==> src/rtl/bank_biu_pkg.sv <==
// Shared constants, types and helpers for the bank-side BIU read path.
package bank_biu_pkg;

    localparam logic [1:0] AXI_BURST_INCR   = 2'b01;
    localparam logic [1:0] AXI_RESP_OKAY    = 2'b00;
    localparam logic [7:0] LINE_ARLEN       = 8'd1;
    localparam logic [2:0] LINE_ARSIZE      = 3'd4;
    localparam int         LINE_OFFSET_BITS = 5;
    localparam int         ID_WIDTH         = 6;

    // R-channel line assembly states
    typedef enum logic [1:0] {
        R_LO,
        R_HI,
        R_OUT
    } r_state_e;

    // Transaction ID used on AXI and toward the ISU: {set, way}
    function automatic logic [ID_WIDTH-1:0] make_id(input logic [2:0] set_v, input logic [2:0] way_v);
        return {set_v, way_v};
    endfunction

endpackage

==> src/rtl/bank_biu_req_fifo.sv <==
// Small synchronous FIFO holding pending linefill requests ({line address, id}).
module bank_biu_req_fifo #(
    parameter int DATA_WIDTH = 33,
    parameter int DEPTH      = 4
) (
    input  logic                  clk_i,
    input  logic                  rst_i,
    input  logic                  push,
    input  logic [DATA_WIDTH-1:0] wdata,
    input  logic                  pop,
    output logic [DATA_WIDTH-1:0] rdata,
    output logic                  full,
    output logic                  empty
);

    localparam int PTR_W = $clog2(DEPTH);

    logic [DATA_WIDTH-1:0] mem [DEPTH];
    logic [PTR_W:0]        wr_ptr_q;
    logic [PTR_W:0]        rd_ptr_q;
    logic                  do_push;
    logic                  do_pop;

    assign empty   = (wr_ptr_q == rd_ptr_q);
    assign full    = (wr_ptr_q[PTR_W] != rd_ptr_q[PTR_W]) &&
                     (wr_ptr_q[PTR_W-1:0] == rd_ptr_q[PTR_W-1:0]);
    assign do_push = push && !full;
    assign do_pop  = pop && !empty;
    assign rdata   = mem[rd_ptr_q[PTR_W-1:0]];

    // Pointers carry one extra wrap bit so full and empty can be told apart
    always_ff @(posedge clk_i) begin
        if (rst_i) begin
            wr_ptr_q <= '0;
            rd_ptr_q <= '0;
        end else begin
            if (do_push) wr_ptr_q <= wr_ptr_q + (PTR_W+1)'(1);
            if (do_pop)  rd_ptr_q <= rd_ptr_q + (PTR_W+1)'(1);
        end
    end

    // Storage needs no reset; only entries between the pointers are ever read as valid
    always_ff @(posedge clk_i) begin
        if (do_push) mem[wr_ptr_q[PTR_W-1:0]] <= wdata;
    end

endmodule

==> src/rtl/bank_biu_linefill_rd.sv <==
// Bank-side BIU read path: queues linefill requests, issues 2-beat AXI reads,
// assembles 256-bit lines for the ISU and tracks in-flight {set,way} IDs.
module bank_biu_linefill_rd
    import bank_biu_pkg::*;
#(
    parameter int ADDR_WIDTH      = 32,
    parameter int REQ_DEPTH       = 4,
    parameter int MAX_OUTSTANDING = 8
) (
    input  logic                  clk_i,
    input  logic                  rst_i,
    input  logic                  htu_biu_req_valid_i,
    output logic                  htu_biu_req_ready_o,
    input  logic [ADDR_WIDTH-1:0] htu_biu_req_addr_i,
    input  logic [2:0]            htu_biu_req_set_i,
    input  logic [2:0]            htu_biu_req_way_i,
    output logic                  axi_arvalid_o,
    input  logic                  axi_arready_i,
    output logic [ADDR_WIDTH-1:0] axi_araddr_o,
    output logic [5:0]            axi_arid_o,
    output logic [7:0]            axi_arlen_o,
    output logic [2:0]            axi_arsize_o,
    output logic [1:0]            axi_arburst_o,
    input  logic                  axi_rvalid_i,
    output logic                  axi_rready_o,
    input  logic [127:0]          axi_rdata_i,
    input  logic [5:0]            axi_rid_i,
    input  logic                  axi_rlast_i,
    input  logic [1:0]            axi_rresp_i,
    output logic                  biu_isu_rvalid_o,
    input  logic                  biu_isu_rready_i,
    output logic [255:0]          biu_isu_rdata_o,
    output logic [5:0]            biu_isu_rid_o,
    output logic                  biu_err_o
);

    localparam int LINE_ADDR_W = ADDR_WIDTH - LINE_OFFSET_BITS;
    localparam int ENTRY_W     = LINE_ADDR_W + ID_WIDTH;
    localparam int CNT_W       = $clog2(MAX_OUTSTANDING + 1);
    localparam logic [CNT_W-1:0] MAX_CNT = CNT_W'(MAX_OUTSTANDING);

    logic [ID_WIDTH-1:0]    req_id;
    logic                   fifo_push;
    logic                   fifo_pop;
    logic                   fifo_full;
    logic                   fifo_empty;
    logic [ENTRY_W-1:0]     fifo_wdata;
    logic [ENTRY_W-1:0]     fifo_head;
    logic                   ar_hs;
    logic                   isu_hs;
    logic                   clearing_same_id;
    logic                   resp_bad;
    logic                   take_lo;
    logic                   unused_addr_bits;

    logic [63:0]            inflight_q;
    logic [CNT_W-1:0]       outstanding_q;

    r_state_e               state_q, state_d;
    logic [127:0]           lo_q, lo_d;
    logic [ID_WIDTH-1:0]    cur_id_q, cur_id_d;
    logic [255:0]           out_data_q, out_data_d;
    logic [ID_WIDTH-1:0]    out_id_q, out_id_d;
    logic                   out_valid_q, out_valid_d;
    logic                   err_q, err_d;

    assign unused_addr_bits = ^htu_biu_req_addr_i[LINE_OFFSET_BITS-1:0];

    assign req_id           = make_id(htu_biu_req_set_i, htu_biu_req_way_i);
    assign isu_hs           = out_valid_q && biu_isu_rready_i;
    assign clearing_same_id = isu_hs && (out_id_q == req_id);

    assign htu_biu_req_ready_o = !fifo_full && !inflight_q[req_id] && !clearing_same_id;
    assign fifo_push  = htu_biu_req_valid_i && htu_biu_req_ready_o;
    assign fifo_wdata = {htu_biu_req_addr_i[ADDR_WIDTH-1:LINE_OFFSET_BITS], req_id};

    bank_biu_req_fifo #(
        .DATA_WIDTH (ENTRY_W),
        .DEPTH      (REQ_DEPTH)
    ) u_req_fifo (
        .clk_i  (clk_i),
        .rst_i  (rst_i),
        .push   (fifo_push),
        .wdata  (fifo_wdata),
        .pop    (fifo_pop),
        .rdata  (fifo_head),
        .full   (fifo_full),
        .empty  (fifo_empty)
    );

    assign axi_arvalid_o = !fifo_empty && (outstanding_q < MAX_CNT);
    assign ar_hs         = axi_arvalid_o && axi_arready_i;
    assign fifo_pop      = ar_hs;
    assign axi_araddr_o  = {fifo_head[ENTRY_W-1:ID_WIDTH], {LINE_OFFSET_BITS{1'b0}}};
    assign axi_arid_o    = fifo_head[ID_WIDTH-1:0];
    assign axi_arlen_o   = LINE_ARLEN;
    assign axi_arsize_o  = LINE_ARSIZE;
    assign axi_arburst_o = AXI_BURST_INCR;

    assign biu_isu_rvalid_o = out_valid_q;
    assign biu_isu_rdata_o  = out_data_q;
    assign biu_isu_rid_o    = out_id_q;
    assign biu_err_o        = err_q;

    // An ID is marked busy at enqueue and released when its line leaves for the ISU
    always_ff @(posedge clk_i) begin
        if (rst_i) begin
            inflight_q <= '0;
        end else begin
            if (isu_hs)    inflight_q[out_id_q] <= 1'b0;
            if (fifo_push) inflight_q[req_id]   <= 1'b1;
        end
    end

    // Count ARs issued whose lines have not yet been handed to the ISU
    always_ff @(posedge clk_i) begin
        if (rst_i) begin
            outstanding_q <= '0;
        end else begin
            case ({ar_hs, isu_hs})
                2'b10:   outstanding_q <= outstanding_q + CNT_W'(1);
                2'b01:   outstanding_q <= outstanding_q - CNT_W'(1);
                default: outstanding_q <= outstanding_q;
            endcase
        end
    end

    assign resp_bad = (axi_rresp_i != AXI_RESP_OKAY);

    // R-channel FSM: collect beat0 into lo, beat1 completes the line into the output register
    always_comb begin
        state_d      = state_q;
        lo_d         = lo_q;
        cur_id_d     = cur_id_q;
        out_data_d   = out_data_q;
        out_id_d     = out_id_q;
        out_valid_d  = out_valid_q;
        err_d        = err_q;
        axi_rready_o = 1'b1;
        take_lo      = 1'b0;

        case (state_q)
            R_LO: begin
                take_lo = axi_rvalid_i;
            end
            R_HI: begin
                if (axi_rvalid_i) begin
                    out_data_d  = {axi_rdata_i, lo_q};
                    out_id_d    = cur_id_q;
                    out_valid_d = 1'b1;
                    state_d     = R_OUT;
                    if ((axi_rid_i != cur_id_q) || !axi_rlast_i || resp_bad) err_d = 1'b1;
                end
            end
            R_OUT: begin
                axi_rready_o = biu_isu_rready_i;
                if (isu_hs) begin
                    out_valid_d = 1'b0;
                    state_d     = R_LO;
                    take_lo     = axi_rvalid_i;
                end
            end
            default: begin
                state_d = R_LO;
            end
        endcase

        if (take_lo) begin
            if (resp_bad) err_d = 1'b1;
            if (axi_rlast_i) begin
                err_d   = 1'b1;
                state_d = R_LO;
            end else begin
                lo_d     = axi_rdata_i;
                cur_id_d = axi_rid_i;
                state_d  = R_HI;
            end
        end
    end

    // R-channel state and output line registers; reset discards any partial line
    always_ff @(posedge clk_i) begin
        if (rst_i) begin
            state_q     <= R_LO;
            lo_q        <= '0;
            cur_id_q    <= '0;
            out_data_q  <= '0;
            out_id_q    <= '0;
            out_valid_q <= 1'b0;
            err_q       <= 1'b0;
        end else begin
            state_q     <= state_d;
            lo_q        <= lo_d;
            cur_id_q    <= cur_id_d;
            out_data_q  <= out_data_d;
            out_id_q    <= out_id_d;
            out_valid_q <= out_valid_d;
            err_q       <= err_d;
        end
    end

endmodule

==> config.mk <==
export PLATFORM = sky130hd
export DESIGN_NAME = bank_biu_linefill_rd
export DESIGN_NICKNAME = d
export VERILOG_FILES = /design/src/rtl/bank_biu_pkg.sv /design/src/rtl/bank_biu_req_fifo.sv /design/src/rtl/bank_biu_linefill_rd.sv
export SDC_FILE = /design/constraint.sdc
export NUM_CORES = 1
export LEC_CHECK = 0
export ABC_CLOCK_PERIOD_IN_PS = 4400
export CAP_MARGIN = 20
export CELL_PAD_IN_SITES_DETAIL_PLACEMENT = 0
export CELL_PAD_IN_SITES_GLOBAL_PLACEMENT = 1
export CORE_MARGIN = 4
export CORE_UTILIZATION = 38
export DETAILED_ROUTE_END_ITERATION = 8
export HOLD_SLACK_MARGIN = 0.08
export PLACE_DENSITY_LB_ADDON = 0.15
export REMOVE_ABC_BUFFERS = 1
export SETUP_SLACK_MARGIN = 0.1
export SLEW_MARGIN = 20
export SYNTH_ARGS = -nofsm -noshare
export SYNTH_HDL_FRONTEND = slang
export SYNTH_SLANG_ARGS = --single-unit
==> constraint.sdc <==
create_clock -name clk_i -period 4.4 [get_ports clk_i]
set_input_delay 0.66 -clock clk_i [delete_from_list [all_inputs] [get_ports clk_i]]
set_output_delay 0.66 -clock clk_i [all_outputs]
set_load 0.01 [all_outputs]
# Word-level counts from Yosys, hierarchy flattened
# Memories as Yosys holds them, arrays and structs flattened. A register that Yosys moved wholly into a read port is not among the register bits.
# Cells that the tools add are included.
# totals
word_cells	97
n_memories	1
ramBits	132
out_inout_bits	318
regBits	474
in_bits	181
mem_bits_ro	0
latch_bits	0
# op_classes
addsub	4
n_bitwise	4
eq_ne	14
n_div	0
n_lt_le_gt_ge	5
shift	0
n_reduce_logical	27
n_mux	31
mul	0
# memory_table
name	depth	width	read_ports	rd_clocked_by_memory_dff	write_ports	line_no	rtl
u_req_fifo.mem	4	33	1	1	1	bank_biu_req_fifo.sv:18	logic [DATA_WIDTH-1:0] mem [DEPTH];
# ops
cell	n
$mux W64	3
$and A64 B64 Y64	1
$not A64 Y64	1
$or A64 B64 Y64	1
$mux W1	16
$lt A6 B7 Y1 const B	2
$demux W1 S6	2
$ge A6 B1 Y1 const B	2
$logic_and A1 B1 Y1	12
$mux W2	5
$pmux W4 S2	1
$add A3 B1 Y3 const B	2
$bmux W1 S6	1
$eq A6 B6 Y1	1
$ne A2 B2 Y1 const B	3
$ne A3 B3 Y1 const B	2
$ne A6 B6 Y1	1
$pmux W2 S3	1
$reduce_and A3 Y1	2
$reduce_bool A2 Y1	3
$logic_not A1 Y1	5
$add A4 B1 Y4 const B	1
$eq A2 B1 Y1 const B	2
$eq A2 B2 Y1 const B	2
other kinds (10)	13

# Logic depth before layout (Yosys ltp)
# Gate-level depths: netlist (run 1).
# depth
word_depth	10
mapped_depth	13

# Modules after synthesis
# A second synthesis (run 1) with hierarchy kept.
# hier_totals
hier_cells	2423
hier_area_um2	22890.7
# by_module_without_submodules
mod	cells_each	area_per_inst_um2	instances
bank_biu_linefill_rd	2182	17566.8	1
bank_biu_req_fifo	241	5323.9	1

# Worst setup path after synthesis (run 1)
# Ideal clock, no wire load.
# synth_timing
kind	input to register
start	input htu_biu_req_way_i[1]
end	register u_req_fifo.wr_ptr_q[2]
required_ps	4276
path_slack_ps	604
setup_time_ps	124
arrival_ps	3672
path_stages	11
cell_sequence	buf_2 > buf_2 > buf_2 > mux2i_1 > o22ai_1 > o21ai_0 > o211ai_1 > nor4b_4 > buf_6 > and3_1 > mux2_1
# synth_between
elab_chain_len	7
word_cells_on_any_way	10
cone_classes	eq/ne (1); mux (2); reduce/logical (7)
# synth_rtl
item	line_no	rtl
from (decl)	bank_biu_linefill_rd.sv:16	input logic [2:0] htu_biu_req_way_i,
$bmux W1 S6	bank_biu_linefill_rd.sv:73	assign htu_biu_req_ready_o = !fifo_full && !inflight_q[req_id] && !clearing_same_id;
$mux W1 (not written as such)	bank_biu_linefill_rd.sv:73	
$logic_not A1 Y1	bank_biu_linefill_rd.sv:73	
$logic_and A1 B1 Y1	bank_biu_linefill_rd.sv:73	
$logic_and A1 B1 Y1 *	bank_biu_linefill_rd.sv:73	
via htu_biu_req_ready_o	bank_biu_linefill_rd.sv:13	output logic htu_biu_req_ready_o,
$logic_and A1 B1 Y1 *	bank_biu_linefill_rd.sv:74	assign fifo_push = htu_biu_req_valid_i && htu_biu_req_ready_o;
$logic_and A1 B1 Y1 *	bank_biu_req_fifo.sv:27	assign do_push = push && !full;
to (signal assigned)	bank_biu_req_fifo.sv:37	if (do_push) wr_ptr_q <= wr_ptr_q + (PTR_W+1)'(1);
to (decl)	bank_biu_req_fifo.sv:19	logic [PTR_W:0] wr_ptr_q;
# Mark *: on every way through the listed nets, which the timed path passes. The rest lies on a longest branch. The select of a mux whose other input is x is not followed.
# A chain may end at the register's enable or synchronous reset.

# Final worst setup path (run 1)
# layout_timing
start	input htu_biu_req_way_i[0]
end	output htu_biu_req_ready_o
# layout_between
elab_chain_len	5
word_cells_on_any_way	8
cone_classes	eq/ne (1); mux (2); reduce/logical (5)
# layout_rtl
item	line_no
$bmux W1 S6	bank_biu_linefill_rd.sv:73
$mux W1 (not written as such)	bank_biu_linefill_rd.sv:73
$logic_not A1 Y1	bank_biu_linefill_rd.sv:73
$logic_and A1 B1 Y1	bank_biu_linefill_rd.sv:73
$logic_and A1 B1 Y1 *	bank_biu_linefill_rd.sv:73
to (decl)	bank_biu_linefill_rd.sv:13
# Mark *: on every way between the ends. The rest lies on a longest branch, timed or not. The select of a mux whose other input is x is not followed.

==> flow_summary.toml, run 1 <==
[status]
status = "finished clean"

[critical_path]
crit_arrival_ns = 3.45
crit_chain = "clkdlybuf4s50_1 -> buf_12 -> mux2i_1 -> mux4_2 -> nor3_1 -> or4_4 -> nor4b_4 -> clkdlybuf4s50_1"
crit_path_start_kind = "primary input"
setup.worst_path.class = "primary input to output pin"
worstPathMaxFanout = 38
regToRegSetupSlack_ns = 1.25
cp.required_ns = 3.74
cp_slowest_cell = "clkdlybuf4s50_1"
critPathMaxStageDelay_ns = 0.60
cpMostUsedCell = "clkdlybuf4s50_1"
cp-end-kind = "output pin"

[worst_hold_path]
hold_path_class = "register to register"

[clocking]
cts_tree = "done"
post_cts_buffers = 0
cts_root_buffer = "clkbuf_16"
cts_buffers = 66
clkLatencyLatePin_ns = 0.60
cts_max_path_buffers = 3
clock-sinks = 608
clk_pin_slew_ns = 0.06
htreeDepth = 3
cts_hold_buffers = 0

[global_route]
antenna_found_initial = 9
grt_max_degree = 152
grtUsageTotal_pct = 21.59
grt_pass1_vias = 17725
grt_pass1_wl_mm = 107.8
grt_overflow = 0

[sta]
timing.hold.ws_ns = 0.4457
slew_viol_final = 0
finalSetupTns_ns = 0
fin_skew_ns = 0.02341
hold_viol = 0
setup_viol = 0
period_needed_ns = 4.108
rsz0062_at_grt = "no"
timing.final.crit_share_pct = 93.37
max_freq_ghz = 0.2434
worstMarginPinSlew_ns = 1.008
maxSlewHeadroom_pct = 32.83

[placement]
place_inst = 3564
gp_congestion = 0.8019
hpwl_mm = 47.26
portBuffers = 475

[die]
die_y_um = 253.3
num_io_pins = 499
die_x_um = 253.3
core_um2 = 59240
initial_core_util_pct = 38.60
rows = 89
fp.dieArea_um2 = 64170

[final_layout]
final_nets = 3048
instances_no_fill = 3683
drive_gt1_share_pct = 7.295
area_growth_pct = 33.02
final_util_pct = 51.35

[flow_run]
drv_cap = 0

[route]
remaining_drc_errors = 0
routedWlPerCell_um = 19.62
dr.pass1.iters = 5
vias_per_cell = 5.003
vias = 18426
drtAntennaViolNets = 0
drt-initial-drc-count = 1221
routed_wl_mm = 72.26

[pwr]
power.density_nw_per_um2 = 417.1
p_leak_nw = 10.25
ir_drop_mv = 0.3245
finalPower_mw = 12.69

[yosys]
yosys.area.top_type = "dfxtp_1"
netlist.area_leader.share_pct = 41.67
synth-seq-cells = 608
yosysWarnings = 0
async_reset_ff_share_pct = 0
ys.flop_type = "dfxtp_1"
syn_avg_cell_area_um2 = 9.311
syn_area_um2 = 22870
synth_cells = 2456
ys_seq_area_share_pct = 59.00
synth_edf_count = 132
synthTopCellsByArea = "dfxtp_1 42%, edfxtp_1 17%, nand2_1 13%"
yosysUniqueCellTypes = 60
## flip-flops by register name (all words and copies together), names as in the netlist, named ones only
signal	flops
biu_isu_rvalid_o	1
cur_id_q	6
biu_isu_rdata_o	256
u_req_fifo.rd_ptr_q	3
lo_q	128
u_req_fifo.wr_ptr_q	3
biu_isu_rid_o	6
state_q	2
biu_err_o	1
outstanding_q	4
u_req_fifo.mem	132
inflight_q	64
## repair_timing
| item | 4_1_cts | 5_1_grt |
|---|---|---|
| endpoints found under the setup margin | 0 | 1 |
| hold endpoints to repair | 0 | 0 |
| gates resized for setup | 0 | 1 |
## cell families (layout without fill, tap and decap cells)
kind of cell,after synthesis,in the layout,synth area share (%)
muxes,60,60,4.755
DFF,608,608,59.00
xor gates and xnor gates,20,20,0.7988
and+or+nand+nor,989,989,18.27
buffers and inverters,208,642,3.978
other,2,22,0.03284
AOI/OAI and AO/OA,561,561,12.72
adders and majority gates,8,8,0.4377
## power breakdown
part | leakage (nW) | switching [mW] | internal (mW)
registers | 5.07 | 0.106 | 5.88
clock network | 1.01 | 2.24 | 3.11
logic | 4.18 | 0.692 | 0.657
## metrics by stage
stage	cell area (um^2)	worst slack, ns
after floorplan	22060	-4.612
after global placement	28320	0.2373
after detailed placement	28320	0.2185
after CTS	30400	0.2171
after global routing	30410	0.1556
final	30420	0.2918
## path summary, 6_finish.rpt
check,startpoint,to,depth (start not counted)
worst max-delay path,htu_biu_req_way_i[0],htu_biu_req_ready_o,8
worst min-delay path,lo_q[33]$_SDFFE_PP0P_,biu_isu_rdata_o[33]$_SDFFE_PP0P_,2
worst max register to register,biu_isu_rid_o[0]$_SDFFE_PP0P_,inflight_q[5]$_SDFF_PP0_,8
worst min register to register,lo_q[33]$_SDFFE_PP0P_,biu_isu_rdata_o[33]$_SDFFE_PP0P_,2
## cell usage in the layout, fill, tap and decap left out, types with 12 or more instances in the layout
cell type          n
clkdlybuf4s50_1  473
nor2_1            26
clkbuf_1          20
o21ai_0          111
buf_12            16
nor2b_1           66
buf_4             24
a21oi_1          409
dfxtp_1          475
mux2i_1           19
clkbuf_16         68
edfxtp_1         132
o21ai_2           12
mux4_2            36
nand2_1          812
xor2_1            16
conb_1            18
## routing by layer
| metal | routed length, um | global-route usage [%] |
|---|---|---|
| met5 | 89 | 0 |
| met3 | 5941 | 7.970 |
| met4 | 2383 | 7.266 |
| met1 | 29490 | 26.89 |
| met2 | 34360 | 34.84 |
## cell usage after synthesis, drive strengths merged (2+ instances only)
library cell  instances
a21oi               409
a31oi                 6
and2                  2
and3                  6
buf                  48
clkbuf              149
conb                  2
dfxtp               476
edfxtp              132
ha                    8
inv                  11
mux2                  3
mux2i                19
mux4                 38
nand2               812
nand2b               10
nand3                 7
nand3b               11
nand4                 6
nand4b                2
nor2                 27
nor2b                67
nor3                  6
nor3b                 4
nor4                  4
o211ai                2
o21ai               130
o22ai                 2
o31a                  2
o32ai                 3
or2                  10
or3                   6
or3b                  4
xnor2                 3
xor2                 17
## layout make-up
cell class                 count  area, um^2
timing repair buffer         516        5274
multi-input combinational   1656        8551
sequential                   608       13490
fill                        5435       28820
clock buffer                  96        1887
tap                          773       967.2
clock inverter                19       195.2
antenna                        4       10.01
inverter                      11       41.29
## critical path, delay by kind of cell
kind                   cells  cell delay [ns]
multiplexers               2             0.47
buffers and inverters      3             1.35
AND/OR/NAND/NOR            3             0.94
(Power assumes the default switching activity.)
==> run 2: changes to the inputs <==
Settings changed: CORE_MARGIN 4 to 2.
==> flow_summary.toml, run 2 (synthesized netlist as in run 1, its figures left out) <==
[status]
status = "finished clean"

[route]
remaining_drc_errors = 0
dr.pass1.iters = 5
drtAntennaViolNets = 0
drt-initial-drc-count = 1266
routedWlPerCell_um = 19.35
routed_wl_mm = 71.33
vias_per_cell = 5.051
vias = 18622

[clocking]
clk_pin_slew_ns = 0.06
cts_tree = "done"
cts_max_path_buffers = 3
post_cts_buffers = 0
cts_buffers = 68
htreeDepth = 3
cts_root_buffer = "clkbuf_16"
clkLatencyLatePin_ns = 0.59
clock-sinks = 608
cts_hold_buffers = 0
cts-resized-gates = 0

[sta]
hold_viol = 0
timing.final.crit_share_pct = 94.47
fin_skew_ns = 0.02056
timing.hold.ws_ns = 0.4374
rsz0062_at_grt = "no"
period_needed_ns = 4.157
worstMarginPinSlew_ns = 1.090
finalSetupTns_ns = 0
setup_viol = 0
max_freq_ghz = 0.2406
slew_viol_final = 0
fin_ws_ns = 0.2432
maxSlewHeadroom_pct = 27.32

[critical_path]
setup.worst_path.class = "primary input to output pin"
crit_arrival_ns = 3.50
cp-end-kind = "output pin"
regToRegSetupSlack_ns = 1.20
cp.required_ns = 3.74
worstPathMaxFanout = 38
crit_path_start_kind = "primary input"

[global_route]
grt_pass1_vias = 18121
antenna_found_initial = 5
grt_max_degree = 216
grtUsageTotal_pct = 22.21
grt_overflow = 0
grt_pass1_wl_mm = 108.4

[placement]
place_inst = 3565
portBuffers = 475
place_worst_setup_slack_ns = 0.2238
hpwl_mm = 46.48
gp_congestion = 0.8109
place_area_um2 = 28380

[final_layout]
largest_register_ff_count = 256
final_cell_mix = "812 x nand2_1, 475 x dfxtp_1, 474 x clkdlybuf4s50_1"
mostFrequentLayoutCell = "nand2_1"
nFillCells = 5467
area_growth_pct = 33.77
finalInstanceArea_um2 = 30590
instances_no_fill = 3687
drive_gt1_share_pct = 7.621
final_nets = 3051
final_util_pct = 51.64

[pwr]
power.density_nw_per_um2 = 422.1
ir_drop_mv = 0.2517
p_leak_nw = 10.35
finalPower_mw = 12.91

[worst_hold_path]
hold_path_class = "register to register"

[die]
rows = 89
core_um2 = 59240
num_io_pins = 499
die_x_um = 249.3
fp.dieArea_um2 = 62160
die_y_um = 249.3
initial_core_util_pct = 38.60

[flow_run]
drv_cap = 0
## run 2: cell type report
cell class,count,area (um^2),area share (%)
Antenna cell,1,2.502,0.008180
Clock buffer,100,2026,6.622
Clock inverter,21,185.2,0.6053
Inverter,11,41.29,0.1350
Multi-Input combinational cell,1656,8551,27.95
Sequential cell,608,13490,44.11
Tap cell,773,967.2,3.162
Timing Repair Buffer,517,5325,17.41
## run 2: metal layers
layer / track usage (%) / vias to the layer above / wire [um] / share of wire, %
li1: - / 9005 / - / -
met1: 27.78 / 9001 / 29950 / 42
met2: 36.70 / 532 / 34280 / 48
met3: 7.273 / 78 / 5796 / 8.1
met4: 6.162 / 6 / 1270 / 1.8
met5: 0 / - / 39 / 0.055
## run 2: path summary, 6_finish.rpt
kind                            cells past startpoint                               end                          start
worst max-delay path                                8               htu_biu_req_ready_o           htu_biu_req_way_i[0]
worst min-delay path                                2  biu_isu_rdata_o[75]$_SDFFE_PP0P_          lo_q[75]$_SDFFE_PP0P_
worst max register to register                      8         inflight_q[25]$_SDFF_PP0_  biu_isu_rid_o[1]$_SDFFE_PP0P_
worst min register to register                      2  biu_isu_rdata_o[75]$_SDFFE_PP0P_          lo_q[75]$_SDFFE_PP0P_
## run 2: critical path, cell delays in order
cell and delay [ns]:
clkdlybuf4s50_1 0.51, buf_12 0.24, mux4_2 0.52, nor2b_1 0.14, a31oi_1 0.22, o211ai_1 0.20, nor4b_4 0.40, clkdlybuf4s50_1 0.60
## run 2: report_power, final
part	switching (mW)	internal [mW]
Clock	2.26	3.32
Sequential	0.108	5.88
Combinational	0.692	0.661
==> run 3: changes to the inputs <==
--- a/config.mk
+++ b/config.mk
@@ -22 +22,2 @@
 export SYNTH_SLANG_ARGS = --single-unit
+export TNS_END_PERCENT = 5
--- a/constraint.sdc
+++ b/constraint.sdc
@@ -3,2 +3,2 @@
 set_output_delay 0.66 -clock clk_i [all_outputs]
-set_load 0.01 [all_outputs]
+set_load 0.02 [all_outputs]
==> flow_summary.toml, run 3 (synthesized netlist as in run 1, its figures left out) <==
[clocking]
clock-sinks = 608
cts_hold_buffers = 0
cts_tree = "done"
htreeDepth = 3
cts_buffers = 67
clk_pin_slew_ns = 0.06
cts_max_path_buffers = 3
clkLatencyLatePin_ns = 0.60
cts_root_buffer = "clkbuf_16"
post_cts_buffers = 0
cts-resized-gates = 0

[final_layout]
drive_gt1_share_pct = 7.589
mostFrequentLayoutCell = "nand2_1"
area_growth_pct = 33.61
final_cell_mix = "812 x nand2_1, 475 x dfxtp_1, 474 x clkdlybuf4s50_1"
final_nets = 3049
finalInstanceArea_um2 = 30550
final_util_pct = 51.57
largest_register_ff_count = 256
instances_no_fill = 3687

[die]
rows = 89
core_um2 = 59240
fp.dieArea_um2 = 62160
die_x_um = 249.3
initial_core_util_pct = 38.60
die_y_um = 249.3
num_io_pins = 499

[placement]
hpwl_mm = 46.79
gp_congestion = 0.8380
place_area_um2 = 28350
portBuffers = 475
place_inst = 3564

[pwr]
seq_power_share_pct = 45.8
power.density_nw_per_um2 = 426.5
pwr-share-comb_pct = 11.4
p_leak_nw = 10.33
ir_drop_mv = 0.2451
switchingPower_mw = 3.185
cellInternalPower_mw = 9.845
clkPwrFrac_pct = 42.8
power.share.switching_pct = 24.44

[critical_path]
crit_path_start_kind = "primary input"
crit_arrival_ns = 3.50
cp-end-kind = "output pin"
worstPathMaxFanout = 28
cp.required_ns = 3.74
setup.worst_path.class = "primary input to output pin"

[sta]
setup_viol = 0
timing.hold.ws_ns = 0.4381
worstMarginPinSlew_ns = 0.9850
slew_viol_final = 0
period_needed_ns = 4.158
hold_viol = 0
timing.final.crit_share_pct = 94.50
rsz0062_at_grt = "no"
maxSlewHeadroom_pct = 34.33
max_freq_ghz = 0.2405
fin_skew_ns = 0.02271

[flow_run]
drv_cap = 0

[global_route]
antenna_found_initial = 3
grt_pass1_vias = 18106
grtUsageTotal_pct = 22.45
grt_overflow = 0
grt_max_degree = 203
grt_pass1_wl_mm = 109.3

[route]
vias_per_cell = 5.020
routed_wl_mm = 71.41
routedWlPerCell_um = 19.37
drtAntennaViolNets = 0
dr.pass1.iters = 7
remaining_drc_errors = 0
vias = 18507
drt-initial-drc-count = 1058

[status]
status = "finished clean"

[worst_hold_path]
hold_path_class = "register to register"
## run 3: cell count changes in the layout (fill, tap and decap cells not counted), sizes merged
cell | previous run | this run
clkinv | 16 | 17
buf | 43 | 42
clkbuf | 100 | 95
bufinv | 2 | 4
inv | 14 | 13
diode | 1 | 2
clkinvlp | 0 | 3
## run 3: final timing paths
check | from | to | slack, ns | cells after the start
setup / recovery | htu_biu_req_way_i[0] | htu_biu_req_ready_o | 0.24 | 8
hold / removal | lo_q[2]$_SDFFE_PP0P_ | biu_isu_rdata_o[2]$_SDFFE_PP0P_ | 0.44 | 2
setup reg to reg | u_req_fifo.wr_ptr_q[0]$_SDFFE_PP0N_ | u_req_fifo.wr_ptr_q[2]$_SDFFE_PP0N_ | 1.15 | 9
hold reg to reg | lo_q[2]$_SDFFE_PP0P_ | biu_isu_rdata_o[2]$_SDFFE_PP0P_ | 0.44 | 2
## run 3: per-layer routing
layer | global-route usage [%] | vias up | share of wire, %
met4 | 7.281 | 2 | 2.6
met3 | 7.335 | 97 | 8.4
met5 | 0 | - | 0.022
met2 | 36.15 | 507 | 47
li1 | - | 9000 | -
met1 | 28.49 | 8901 | 42
## run 3: per-stage QoR
step / setup slack [ns] / TNS [ns] / power [mW]
detailed placement: 0.2319 / 0 / 7.588
finish: 0.2419 / 0 / 13.03
global route: 0.1246 / 0 / 13.56
floorplan: -4.612 / -1383.12 / 6.791
global placement: 0.2547 / 0 / 7.564
CTS: 0.2239 / 0 / 13.20
## run 3: cell type report
class / instances / area, um^2
sequential: 608 / 13490
multi-input combinational: 1656 / 8551
clock buffer: 95 / 1924
antenna: 2 / 5.005
timing repair buffer: 516 / 5293
fill: 5396 / 28690
inverter: 11 / 41.29
tap: 773 / 967.2
clock inverter: 26 / 277.8
## run 3: power by group through the flow
stage               registers [mW]  clock network (mW)  logic, mW
floorplan                     6.17                   0      0.625
global placement              6.08                   0       1.49
detailed placement            6.09                   0       1.50
CTS                           5.97                5.73       1.51
global route                  5.98                5.99       1.59
finish                        5.97                5.58       1.48
## run 3: worst max-delay path, cell delays in order
cell	delay [ns]
clkdlybuf4s50_1	0.51
buf_12	0.21
mux2i_1	0.23
mux4_2	0.25
nor3_1	0.06
or4_4	0.53
nor4b_4	0.36
clkdlybuf4s50_1	0.67
==> RTL edit 1: new RTL, settings of run 2 <==
Change the parameter `ADDR_WIDTH` from 32 to 48.
--- a/src/rtl/bank_biu_linefill_rd.sv
+++ b/src/rtl/bank_biu_linefill_rd.sv
@@ -4,5 +4,5 @@
     import bank_biu_pkg::*;
 #(
-    parameter int ADDR_WIDTH      = 32,
+    parameter int ADDR_WIDTH      = 48,
     parameter int REQ_DEPTH       = 4,
     parameter int MAX_OUTSTANDING = 8
Interface: changed (resized axi_araddr_o and htu_biu_req_addr_i); port bits go from 499 to 531. The function was not compared with the original's and may differ.
==> RTL edit 1 against run 2 <==
- worst setup slack better by 0.037 ns
- largest power group unchanged
- final cell count up 6.2%
- routed wire length up 6.5%
- synthesized area up 10%
- highest routed layer unchanged
- global-route usage down 0.77 points
- critical path type unchanged
- total power up 15%
- largest cell class unchanged
- sequential cell count up 64
- design area up 10%
==> RTL edit 1: results (changes against run 2) <==
Outcome
  • Status: completed

Power
  • Pwr Density: 439 nW/um2 (+4.1%)
  • Max IR drop VDD: 0.000275 V (+9.4%)
  • Logic pwr share: 11.6% (+1.1 points)
  • Net Sw Frac: 24.0% (+0.31 points)
  • P_seq: 0.00673 W (+12%)

Logic synthesis
  • Synth cell count leaders: nand2_1 (838), dfxtp_1 (476), a21oi_1 (411)
  • Seq/Total Area, Yosys: 61.1% (+2.1 points)
  • Mux share of post-synthesis cell area: 5.65% (+0.89 points)
  • Cell variety after synth: 49 (-18%)
  • EDFF count, synth: 196 (+48%)
  • Complex-gate fraction of the synthesized area: 11.8% (-0.95 points)
  • Synth Area in Adders: 0.397% (-0.041 points)
  • Count leader, synth: nand2_1
  • Cell count after synthesis: 2548 (+3.7%)
  • Largest cells by area after synthesis: dfxtp_1 (38%), edfxtp_1 (23%), nand2_1 (12%)
  • Xor and xnor area share after synthesis: 0.694% (-0.10 points)

Worst setup path
  • Critical Path Fanout Max: 33 (-13%)
  • Arrival @ worst endpoint: 3.46 ns (-0.04 ns)
  • Worst R2R Start: inflight_q[53]$_SDFF_PP0_
  • Reg2reg end: u_req_fifo.mem[1][30]$_DFFE_PP_
  • FF-to-FF setup slack: 1.61 ns (+0.41 ns)

Place
  • Placed insts: 3775 (+5.9%)
  • GPL Wtd Cong: 0.859 (+6.0%)
  • IO buf count: 507 (+6.7%)
  • Pre-CTS setup slack: 0.241 ns (+0.0170 ns)
  • Post-DP HPWL: 50.2 mm (+8.1%)
  • Placed instance area: 31100 um2 (+9.7%)

Clock network
  • Total CTS buffers: 74 (+8.8%)
  • Clk_lat worst skew: 0.62 ns (+0.03 ns)

Global routing
  • Number of global-route vias before repair: 18.9k (+4.3%)
  • Initial antenna violation count: 6 (+1)
  • Largest net degree at the start of global routing: 181 (-16%)
  • GR met2 Demand/Resource: 36.0% (-0.67 points)
  • GRT Total Usage: 21.4% (-0.77 points)
  • Met1 Use GR: 27.0% (-0.81 points)

Drt
  • Met2 WL: 37.3 mm (+8.8%)
  • Metal3 WL: 4.99 mm (-14%)
  • Drt initial violations: 1375 (+8.6%)
  • Met1 Wirelength: 31.7 mm (+5.7%)
  • WL/cell: 19.4 um (+0.28%)
  • Final wirelength: 76.0 mm (+6.5%)
  • Vias per cell: 5.01 (-0.85%)

Worst hold path
  • WHS Endpoint: biu_isu_rdata_o[124]$_SDFFE_PP0P_
  • Min-Delay Startpoint: lo_q[124]$_SDFFE_PP0P_

Final layout
  • Core Util, Final: 51.3% (-0.39 points)
  • Layout Nets: 3193 (+4.7%)
  • Layout cells sized above 1: 7.72% (+0.099 points)
  • Fill count: 5907 (+8.0%)

STA
  • Tightest Pin Transition: 0.877 ns (-0.213 ns)
  • Clock Skew: 0.0153 ns (-0.00529 ns)
  • Worst hold slack: 0.436 ns (-0.00131 ns)
RTL edit 1: cell type report:
type	instances	area share, %
diodes	7	0.0520
clock buffers	106	6.27
clock inverters	26	1.21
inverters	8	0.0891
multi-input cells	1680	26.6
flip-flops and latches	672	45.8
well taps	864	3.21
repair buffers	552	16.8
RTL edit 1: tightest hold or removal path: stages (launching register included):
cell	delay (ns)
dfxtp_1	0.31
nand2_1	0.05
a21oi_1	0.05
RTL edit 1: worst max path at each step:
stage	slack, ns	start	to
4_1_cts	0.23	htu_biu_req_way_i[1]	htu_biu_req_ready_o
5_1_grt	0.14	htu_biu_req_way_i[1]	htu_biu_req_ready_o
3_3_place_gp	0.26	htu_biu_req_way_i[1]	htu_biu_req_ready_o
2_1_floorplan	-4.61	axi_rvalid_i	biu_isu_rdata_o[0]$_SDFFE_PP0P_
6_report	0.28	htu_biu_req_way_i[1]	htu_biu_req_ready_o
3_5_place_dp	0.24	htu_biu_req_way_i[1]	htu_biu_req_ready_o
==> RTL edit 2: new RTL, config.mk and constraints of run 2 <==
Made on the original files. The 3 states of `r_state_e` get a one-hot encoding in 3 bits.
--- a/src/rtl/bank_biu_pkg.sv
+++ b/src/rtl/bank_biu_pkg.sv
@@ -10,8 +10,8 @@
 
     // R-channel line assembly states
-    typedef enum logic [1:0] {
-        R_LO,
-        R_HI,
-        R_OUT
+    typedef enum logic [2:0] {
+        R_LO  = 3'b001,
+        R_HI  = 3'b010,
+        R_OUT = 3'b100
     } r_state_e;
 
Check against the original RTL: same outputs for any inputs over 4 cycles, from zero or initial values and one cycle with rst_i high; so few cycles prove little.
==> RTL edit 2 against run 2 <==
- sequential share of layout area grew 0.11 points
- total power shrank 1.3%
- synthesized area shrank 0.38%
- final cell count shrank 0.87%
- sequential cell count grew 1
- design area shrank 0.11%
- synthesized cell count shrank 1.3%
- worst setup slack gained 0.069 ns
- sequential power shrank 1%
- largest power group unchanged
- clock skew shrank 0.0054 ns
- worst hold slack lost 0.027 ns
- routed wire length is essentially flat
- critical endpoint unchanged
==> RTL edit 2: results (changes against run 2) <==
Place
  • Placed insts: 3528 (-1.0%)
  • Placed instance area: 28200 um2 (-0.53%)
  • Pre-CTS setup slack: 0.141 ns (-0.0826 ns)
  • Post-DP HPWL: 46.3 mm (-0.45%)
  • GPL Wtd Cong: 0.839 (+3.5%)

Logic synthesis
  • Largest cells by area after synthesis: dfxtp_1 (42%), edfxtp_1 (17%), nand2_1 (14%)
  • Syn_area_per_cell: 9.40 um2 (+0.94%)
  • Seq/Total Area, Yosys: 59.3% (+0.31 points)
  • Synth cell count leaders: nand2_1 (834), dfxtp_1 (477), a21oi_1 (410)
  • Cell variety after synth: 56 (-6.7%)

Drt
  • Drt initial violations: 1168 (-7.7%)
  • Final wirelength: 71.3 mm (about the same)
  • DR vias: 18.7k (+0.34%)
  • Vias per cell: 5.11 (+1.2%)

Worst setup path
  • Critical Path Fanout Max: 33 (-13%)
  • Arrival @ worst endpoint: 3.43 ns (-0.07 ns)
  • CP max-delay cell: or4_4
  • Worst path max stage delay: 0.59 ns

Final layout
  • Layout cells sized above 1: 7.30% (-0.32 points)
  • Fill count: 5420 (-0.86%)

Power
  • Logic pwr share: 8.1% (-2.4 points)
  • Max IR drop VDD: 0.000301 V (+20%)
  • Sequential share of power: 46.5% (about the same)
  • P_seq: 0.00593 W (-1%)
  • Cell leakage power: 10.1 nW (-2.1%)

Outcome
  • Status: completed

Global routing
  • Largest net degree at the start of global routing: 150 (-31%)
  • First-pass GRT wire length: 109 mm (+0.89%)
  • Initial antenna violation count: 9 (+4)
  • Number of global-route vias before repair: 18.4k (+1.5%)

STA
  • Setup ws final: 0.312 ns (+0.0690 ns)
  • Tightest Pin Transition: 0.948 ns (-0.142 ns)

Worst hold path
  • Hold Path Class: in -> reg

Clock network
  • Hold bufs inserted after CTS: 0 (unchanged)
  • # Post-CTS Setup Buffers: 0 (unchanged)
[RTL edit 2: cell count changes after synthesis, moves of 6 or more]
cell      delta
and3_1       -6
clkbuf_1    +14
nand2_1     +22
nand3_1     +14
nor2b_1     -56
o211ai_1    +49
o21ai_0    -107
o21ai_1      -7
o21ai_2     -12
o31ai_1     +65
or2_2        -8
xnor2_1     +10
xor2_1       -9
[RTL edit 2: per-layer routing]
layer | track usage, % | share of wire, % | vias up
met5 | 0 | 0.13 | -
met4 | 5.65 | 2.1 | 14
met3 | 7.95 | 8.9 | 110
met2 | 37.8 | 49 | 548
met1 | 27.3 | 40 | 8991
li1 | - | - | 9023
[RTL edit 2: layout make-up]
cell class / count / share of cell area [%]
Antenna cell: 4 / 0.0328
Sequential cell: 609 / 44.2
Inverter: 14 / 0.172
Clock buffer: 95 / 6.47
Tap cell: 773 / 3.17
Multi-Input combinational cell: 1613 / 27.7
Clock inverter: 27 / 1.01
Timing Repair Buffer: 520 / 17.3
[RTL edit 2: final timing paths]
path                                       from                                to  cells after the start  slack (ns)
setup / recovery           htu_biu_req_way_i[2]               htu_biu_req_ready_o                      8        0.31
hold / removal                            rst_i             lo_q[21]$_SDFFE_PP0P_                      2        0.41
setup reg to reg  biu_isu_rid_o[1]$_SDFFE_PP0P_   u_req_fifo.mem[1][19]$_DFFE_PP_                      8        1.06
hold reg to reg           lo_q[16]$_SDFFE_PP0P_  biu_isu_rdata_o[16]$_SDFFE_PP0P_                      2        0.45
[RTL edit 2: logic make-up after synthesis]
| family | share of synthesized area, % |
|---|---|
| DFF | 59.3 |
| other | 0.0330 |
| and+or+nand+nor | 16.5 |
| adders and majority gates | 0.439 |
| muxes | 4.88 |
| buffers and inverters | 4.12 |
| AOI/OAI and AO/OA | 13.9 |
| xor gates and xnor gates | 0.769 |
